### config.mk
export PLATFORM = sky130hd
export DESIGN_NAME = sc_transition_sequencer
export DESIGN_NICKNAME = d
export VERILOG_FILES = /design/src/rtl/sc_transeq_pkg.sv /design/src/rtl/sc_transition_sequencer_sc_tick_prescaler.sv /design/src/rtl/sc_transition_sequencer.sv
export SDC_FILE = /design/constraint.sdc
export NUM_CORES = 1
export LEC_CHECK = 0
export CORE_MARGIN = 1.5
export CORE_UTILIZATION = 60
export CTS_BUF_LIST = sky130_fd_sc_hd__clkbuf_8 sky130_fd_sc_hd__clkbuf_16
export CTS_CLUSTER_DIAMETER = 40
export DETAILED_ROUTE_END_ITERATION = 7
export PLACE_DENSITY_LB_ADDON = 0.08
export SLEW_MARGIN = 20
export SYNTH_ARGS = -nofsm -noshare
export SYNTH_HDL_FRONTEND = slang
export SYNTH_SLANG_ARGS = --single-unit
export TNS_END_PERCENT = 30
### constraint.sdc
create_clock -name SC_TransSEQ_CLOCK_50 -period 5.9 [get_ports SC_TransSEQ_CLOCK_50]
set_input_delay 1.475 -clock SC_TransSEQ_CLOCK_50 [delete_from_list [all_inputs] [get_ports SC_TransSEQ_CLOCK_50]]
set_output_delay 1.475 -clock SC_TransSEQ_CLOCK_50 [all_outputs]
set_load 0.02 [all_outputs]
### src/rtl/sc_transeq_pkg.sv
// Shared codes, state encoding and frame-pattern decode for the transition sequencer.
package sc_transeq_pkg;

  localparam logic [2:0] TRANS_NONE = 3'b000;
  localparam logic [2:0] TRANS_WIN  = 3'b001;
  localparam logic [2:0] TRANS_LOSE = 3'b010;

  localparam logic [7:0] LOSE_EVEN = 8'hAA;
  localparam logic [7:0] LOSE_ODD  = 8'h55;

  localparam int unsigned NUM_FRAMES = 8;

  typedef enum logic [0:0] {
    ST_IDLE = 1'b0,
    ST_RUN  = 1'b1
  } transeq_state_e;

  // Win frame k lights the lower k+1 bits; lose alternates AA/55.
  function automatic logic [7:0] frame_pattern(input logic lose, input logic [2:0] frame);
    logic [7:0] pat;
    if (lose) begin
      pat = frame[0] ? LOSE_ODD : LOSE_EVEN;
    end else begin
      pat = 8'hFF >> (3'd7 - frame);
    end
    return pat;
  endfunction

endpackage

### src/rtl/sc_transition_sequencer_sc_tick_prescaler.sv
// Modulo-FRAME_TICKS counter with enable and clear; tc_o pulses on the enabled terminal count.
module sc_tick_prescaler #(
  parameter int unsigned FRAME_TICKS    = 25000000,
  parameter int unsigned TICK_CNT_WIDTH = 25
) (
  input  logic clk_i,
  input  logic rst_i,
  input  logic en_i,
  input  logic clr_i,
  output logic tc_o
);

  logic [TICK_CNT_WIDTH-1:0] tick_q;
  logic [TICK_CNT_WIDTH-1:0] tick_d;
  logic                      at_max;

  assign at_max = (tick_q == TICK_CNT_WIDTH'(FRAME_TICKS - 1));
  assign tc_o   = en_i && !clr_i && at_max;

  always_comb begin
    tick_d = tick_q;
    if (clr_i) begin
      tick_d = '0;
    end else if (en_i) begin
      tick_d = at_max ? '0 : tick_q + TICK_CNT_WIDTH'(1);
    end
  end

  always_ff @(posedge clk_i) begin
    if (rst_i) begin
      tick_q <= '0;
    end else begin
      tick_q <= tick_d;
    end
  end

endmodule

### src/rtl/sc_transition_sequencer.sv
// Plays the 8-frame win/lose animation that feeds the background-row transition inputs.
module sc_transition_sequencer
  import sc_transeq_pkg::*;
#(
  parameter int unsigned TRANSEQ_DATAWIDTH = 8,
  parameter int unsigned FRAME_TICKS       = 25000000,
  parameter int unsigned TICK_CNT_WIDTH    = 25
) (
  input  logic                         SC_TransSEQ_CLOCK_50,
  input  logic                         SC_TransSEQ_RESET_InHigh,
  input  logic                         SC_TransSEQ_startWIN_InLow,
  input  logic                         SC_TransSEQ_startLOSE_InLow,
  input  logic                         SC_TransSEQ_abort_InLow,
  input  logic                         SC_TransSEQ_pause_InLow,
  output logic [2:0]                   SC_TransSEQ_transition_OutBUS,
  output logic [TRANSEQ_DATAWIDTH-1:0] SC_TransSEQ_transitionDATA_OutBUS,
  output logic                         SC_TransSEQ_busy_Out,
  output logic                         SC_TransSEQ_done_Out
);

  transeq_state_e state_q;
  logic [2:0]     frame_q;
  logic [2:0]     frame_d;
  logic           lose_q;
  logic [2:0]     trans_q;
  logic [7:0]     data_q;
  logic           busy_q;
  logic           done_q;

  logic abort;
  logic start_any;
  logic tick_en;
  logic tick_clr;
  logic frame_tc;

  assign abort     = !SC_TransSEQ_abort_InLow;
  assign start_any = !SC_TransSEQ_startWIN_InLow || !SC_TransSEQ_startLOSE_InLow;
  assign frame_d   = frame_q + 3'd1;

  // Counter is held at zero outside RUN so every run starts on a fresh frame.
  assign tick_en  = (state_q == ST_RUN) && SC_TransSEQ_pause_InLow;
  assign tick_clr = (state_q == ST_IDLE) || abort;

  sc_tick_prescaler #(
    .FRAME_TICKS    (FRAME_TICKS),
    .TICK_CNT_WIDTH (TICK_CNT_WIDTH)
  ) u_prescaler (
    .clk_i (SC_TransSEQ_CLOCK_50),
    .rst_i (SC_TransSEQ_RESET_InHigh),
    .en_i  (tick_en),
    .clr_i (tick_clr),
    .tc_o  (frame_tc)
  );

  always_ff @(posedge SC_TransSEQ_CLOCK_50) begin
    if (SC_TransSEQ_RESET_InHigh) begin
      state_q <= ST_IDLE;
      frame_q <= '0;
      lose_q  <= 1'b0;
      trans_q <= TRANS_NONE;
      data_q  <= '0;
      busy_q  <= 1'b0;
      done_q  <= 1'b0;
    end else begin
      done_q <= 1'b0;
      case (state_q)
        ST_IDLE: begin
          if (!abort && start_any) begin
            state_q <= ST_RUN;
            frame_q <= '0;
            lose_q  <= SC_TransSEQ_startWIN_InLow;
            trans_q <= SC_TransSEQ_startWIN_InLow ? TRANS_LOSE : TRANS_WIN;
            data_q  <= frame_pattern(SC_TransSEQ_startWIN_InLow, 3'd0);
            busy_q  <= 1'b1;
          end
        end
        ST_RUN: begin
          if (abort) begin
            state_q <= ST_IDLE;
            frame_q <= '0;
            trans_q <= TRANS_NONE;
            data_q  <= '0;
            busy_q  <= 1'b0;
          end else if (frame_tc) begin
            if (frame_q == 3'(NUM_FRAMES - 1)) begin
              state_q <= ST_IDLE;
              frame_q <= '0;
              trans_q <= TRANS_NONE;
              data_q  <= '0;
              busy_q  <= 1'b0;
              done_q  <= 1'b1;
            end else begin
              frame_q <= frame_d;
              data_q  <= frame_pattern(lose_q, frame_d);
            end
          end
        end
        default: begin
          state_q <= ST_IDLE;
        end
      endcase
    end
  end

  assign SC_TransSEQ_transition_OutBUS     = trans_q;
  assign SC_TransSEQ_transitionDATA_OutBUS = data_q;
  assign SC_TransSEQ_busy_Out              = busy_q;
  assign SC_TransSEQ_done_Out              = done_q;

endmodule

==> run_results.csv <==
group,metric,value,unit
cts,clock_sinks,42,
run_status,status,"finished clean",
synth,ys_top_cells_by_area,"dfxtp_1 41%, xor2_1 8.2%, nor2_1 7.0%",
routing,antenna_left,0,
global_routing,globalRouteTotalUtil,26.1,%
synth,yosysMostFrequentCell,"dfxtp_1",
timing,finalClockSkew,0.00341,ns
global_routing,grt-ovfl-total,0,
cts,cts_made_buffers,5,
timing,rsz0062_at_grt,"no",
cts,cts_tree,"yes",
hold_path,min_path_type,"reg -> reg",
cts,cts_max_path_buffers,2,
synth,synth_fp_nets,244,
setup_path,worstSetupPathType,"in -> reg",
timing,hold_violations,0,
final_layout,final_nets,258,
placement,dpl_cell_area,2200,sq um
die,die_area,3740,sq um
synth,synthArstFlopShare,0,%
synth,ys_top_cells_by_count,"42 x dfxtp_1, 38 x nor2_1, 19 x xor2_1",
synth,synth_cells,233,
power_and_ir_drop,p_per_area,227,nW/um^2
hold_path,whs_path_depth,1,
setup_path,crit_cells,6,
power_and_ir_drop,finalPower,520,uW
final_layout,drive_above_1_share,6.05,%
power_and_ir_drop,peakVddDrop,0.186,mV
placement,placedCellCount,284,
global_routing,antenna_found_initial,0,
die,rows,20,
synth,synth-seq-cells,42,
final_layout,fin_cells,292,
global_routing,grt_max_degree,26,
cts,post-cts-setup-buffers,0,
setup_path,worstRegToRegCells,6,
die,die_x,61.2,microns
synth,yosysWarnings,0,
setup_path,crit_family,"simple AND/OR/NAND/NOR gates",
cts,insertion_delay,0.29,ns
routing,vias_per_cell,5.97,
die,initial_utilization,64.9,%
routing,routed_wl,4270,microns
global_routing,grt_pass1_wl,7250,microns
routing,drc_errors,0,
timing,final-max-slew-violation-count,0,
cts,ctsHoldBuffers,0,
setup_path,critical_path_required,6.05,ns
die,core,3130,sq um
timing,setup_viol,0,
timing,slew_headroom,36.8,%
routing,dr_total_vias,1742,
synth,netlist_area,2030,sq um
timing,setup-tns-final,0,ns
job,cap_violations,0,
setup_path,path_max_fanout,25,
setup_path,crit_chain,"clkdlybuf4s50_1 > nand4_2 > or2_4 > nor3_2 > or3_1 > nor2_1",
synth,synth_top_area_share,41.4,%
setup_path,cpMaxStageDelayCell,"or3_1",
timing,period_share,63.9,%
timing,worst_pin_slew,0.939,ns
timing,fmax,265,MHz
global_routing,grt_pass1_vias,1603,
setup_path,path_buf_inv,1,
cts,ctsResizeCount,0,
placement,portBuffers,17,
setup_path,cp-start-kind,"primary input",
synth,syn_avg_cell_area,8.72,sq um
setup_path,end_kind,"flop",
final_layout,num_antenna_cells,0,
synth,synthFlopType,"dfxtp_1",
die,die_h,61.2,microns
final_layout,design_area,2290,sq um
synth,synth_edf_count,0,
cts,cts_max_level,2,
placement,gp_congestion,0.789,
final_layout,synthToLayoutAreaGrowth,12.9,%
die,io_pins,19,
setup_path,slowest_delay,0.74,ns
routing,routedWlPerCell,14.6,microns
synth,synth_cell_types,47,
timing,min_period,3.77,ns
cts,clk_pin_slew,0.07,ns
setup_path,crit_arrival,3.92,ns
synth,ys_seq_area_share,41.4,%
placement,place_hpwl,3060,microns
cts,cts_root_buffer,"clkbuf_8",
routing,drtIter0Drc,107,
power_and_ir_drop,power_leakage,0.802,nW
synth,yosysTopAreaCell,"dfxtp_1",
routing,firstDrtPassIters,4,
[worst reg2reg max path, stage by stage, from the launching register on]
cell and delay (ns):
dfxtp_1 0.40, ha_1 0.22, nand4_2 0.15, or2_4 0.31
nor3_2 0.53, or3_1 0.74, nor2_1 0.13
[kinds of logic after synthesis]
family | count (synthesis) | synth area share [%]
xor gates and xnor gates | 24 | 10.4
other | 1 | 0.185
adders and majority gates | 5 | 3.08
DFF | 42 | 41.4
buffers and inverters | 16 | 3.76
and+or+nand+nor | 117 | 31.1
AOI/OAI and AO/OA | 28 | 10.2
[state kept, by name, summed over array words and instances (netlist names)]
signal	flops
SC_TransSEQ_done_Out	1
u_prescaler.tick_q	25
lose_q	1
SC_TransSEQ_busy_Out	1
state_q	1
SC_TransSEQ_transition_OutBUS	2
frame_q	3
SC_TransSEQ_transitionDATA_OutBUS	8
[layer usage]
layer | share of wire (%) | global-route usage [%] | wire [microns] | up-vias
li1 | - | - | - | 856
met1 | 48 | 33.8 | 2040 | 838
met2 | 48 | 42.1 | 2040 | 44
met3 | 3.8 | 6.72 | 162 | 4
met4 | 0.63 | 9.63 | 27 | 0
met5 | 0 | 0 | 0 | -
[layout by cell type (no fill, tap or decap), types with 4 or more instances in the layout]
master / synthesis / layout
nand2_1: 16 / 16
nor3_1: 8 / 8
xor2_1: 19 / 19
nand4_1: 11 / 11
a21oi_1: 6 / 6
nor4_1: 7 / 7
clkbuf_8: 0 / 6
nand3_1: 12 / 12
o21ai_0: 4 / 4
inv_1: 6 / 7
nor2_1: 38 / 38
dfxtp_1: 42 / 42
a22o_1: 4 / 4
ha_1: 5 / 5
xnor2_1: 5 / 5
clkdlybuf4s50_1: 0 / 17
[power by group]
group	leakage, nW	internal (mW)	switching (mW)
Sequential	0.340	0.288	0.00381
Combinational	0.410	0.0182	0.0240
Clock	0.0524	0.0926	0.0929
[per-stage QoR]
step                hold slack, ns  util [%]  setup slack, ns
floorplan                    0.433         -             2.99
global placement             0.449      70.4             2.01
detailed placement           0.456      70.4             1.87
CTS                          0.474      73.3             2.19
global route                 0.495      73.3             2.01
finish                       0.471      73.3             2.13
[area by class of cell]
cell class | count | area, sq um
clock buffer | 6 | 82.6
multi-input combinational | 175 | 1110
sequential | 42 | 841
clock inverter | 2 | 8.76
timing repair buffer | 17 | 170
fill | 261 | 835
tap | 44 | 55.1
inverter | 6 | 22.5
[path summary, 6_finish.rpt]
check                                             start                      to  slack, ns
worst max-delay path            SC_TransSEQ_pause_InLow  u_prescaler.tick_q[18]       2.13
worst min-delay path                         frame_q[2]              frame_q[2]       0.47
worst max register to register    u_prescaler.tick_q[0]  u_prescaler.tick_q[18]       3.28
worst min register to register               frame_q[2]              frame_q[2]       0.47
Note: power is estimated with default switching activity, not from simulation.
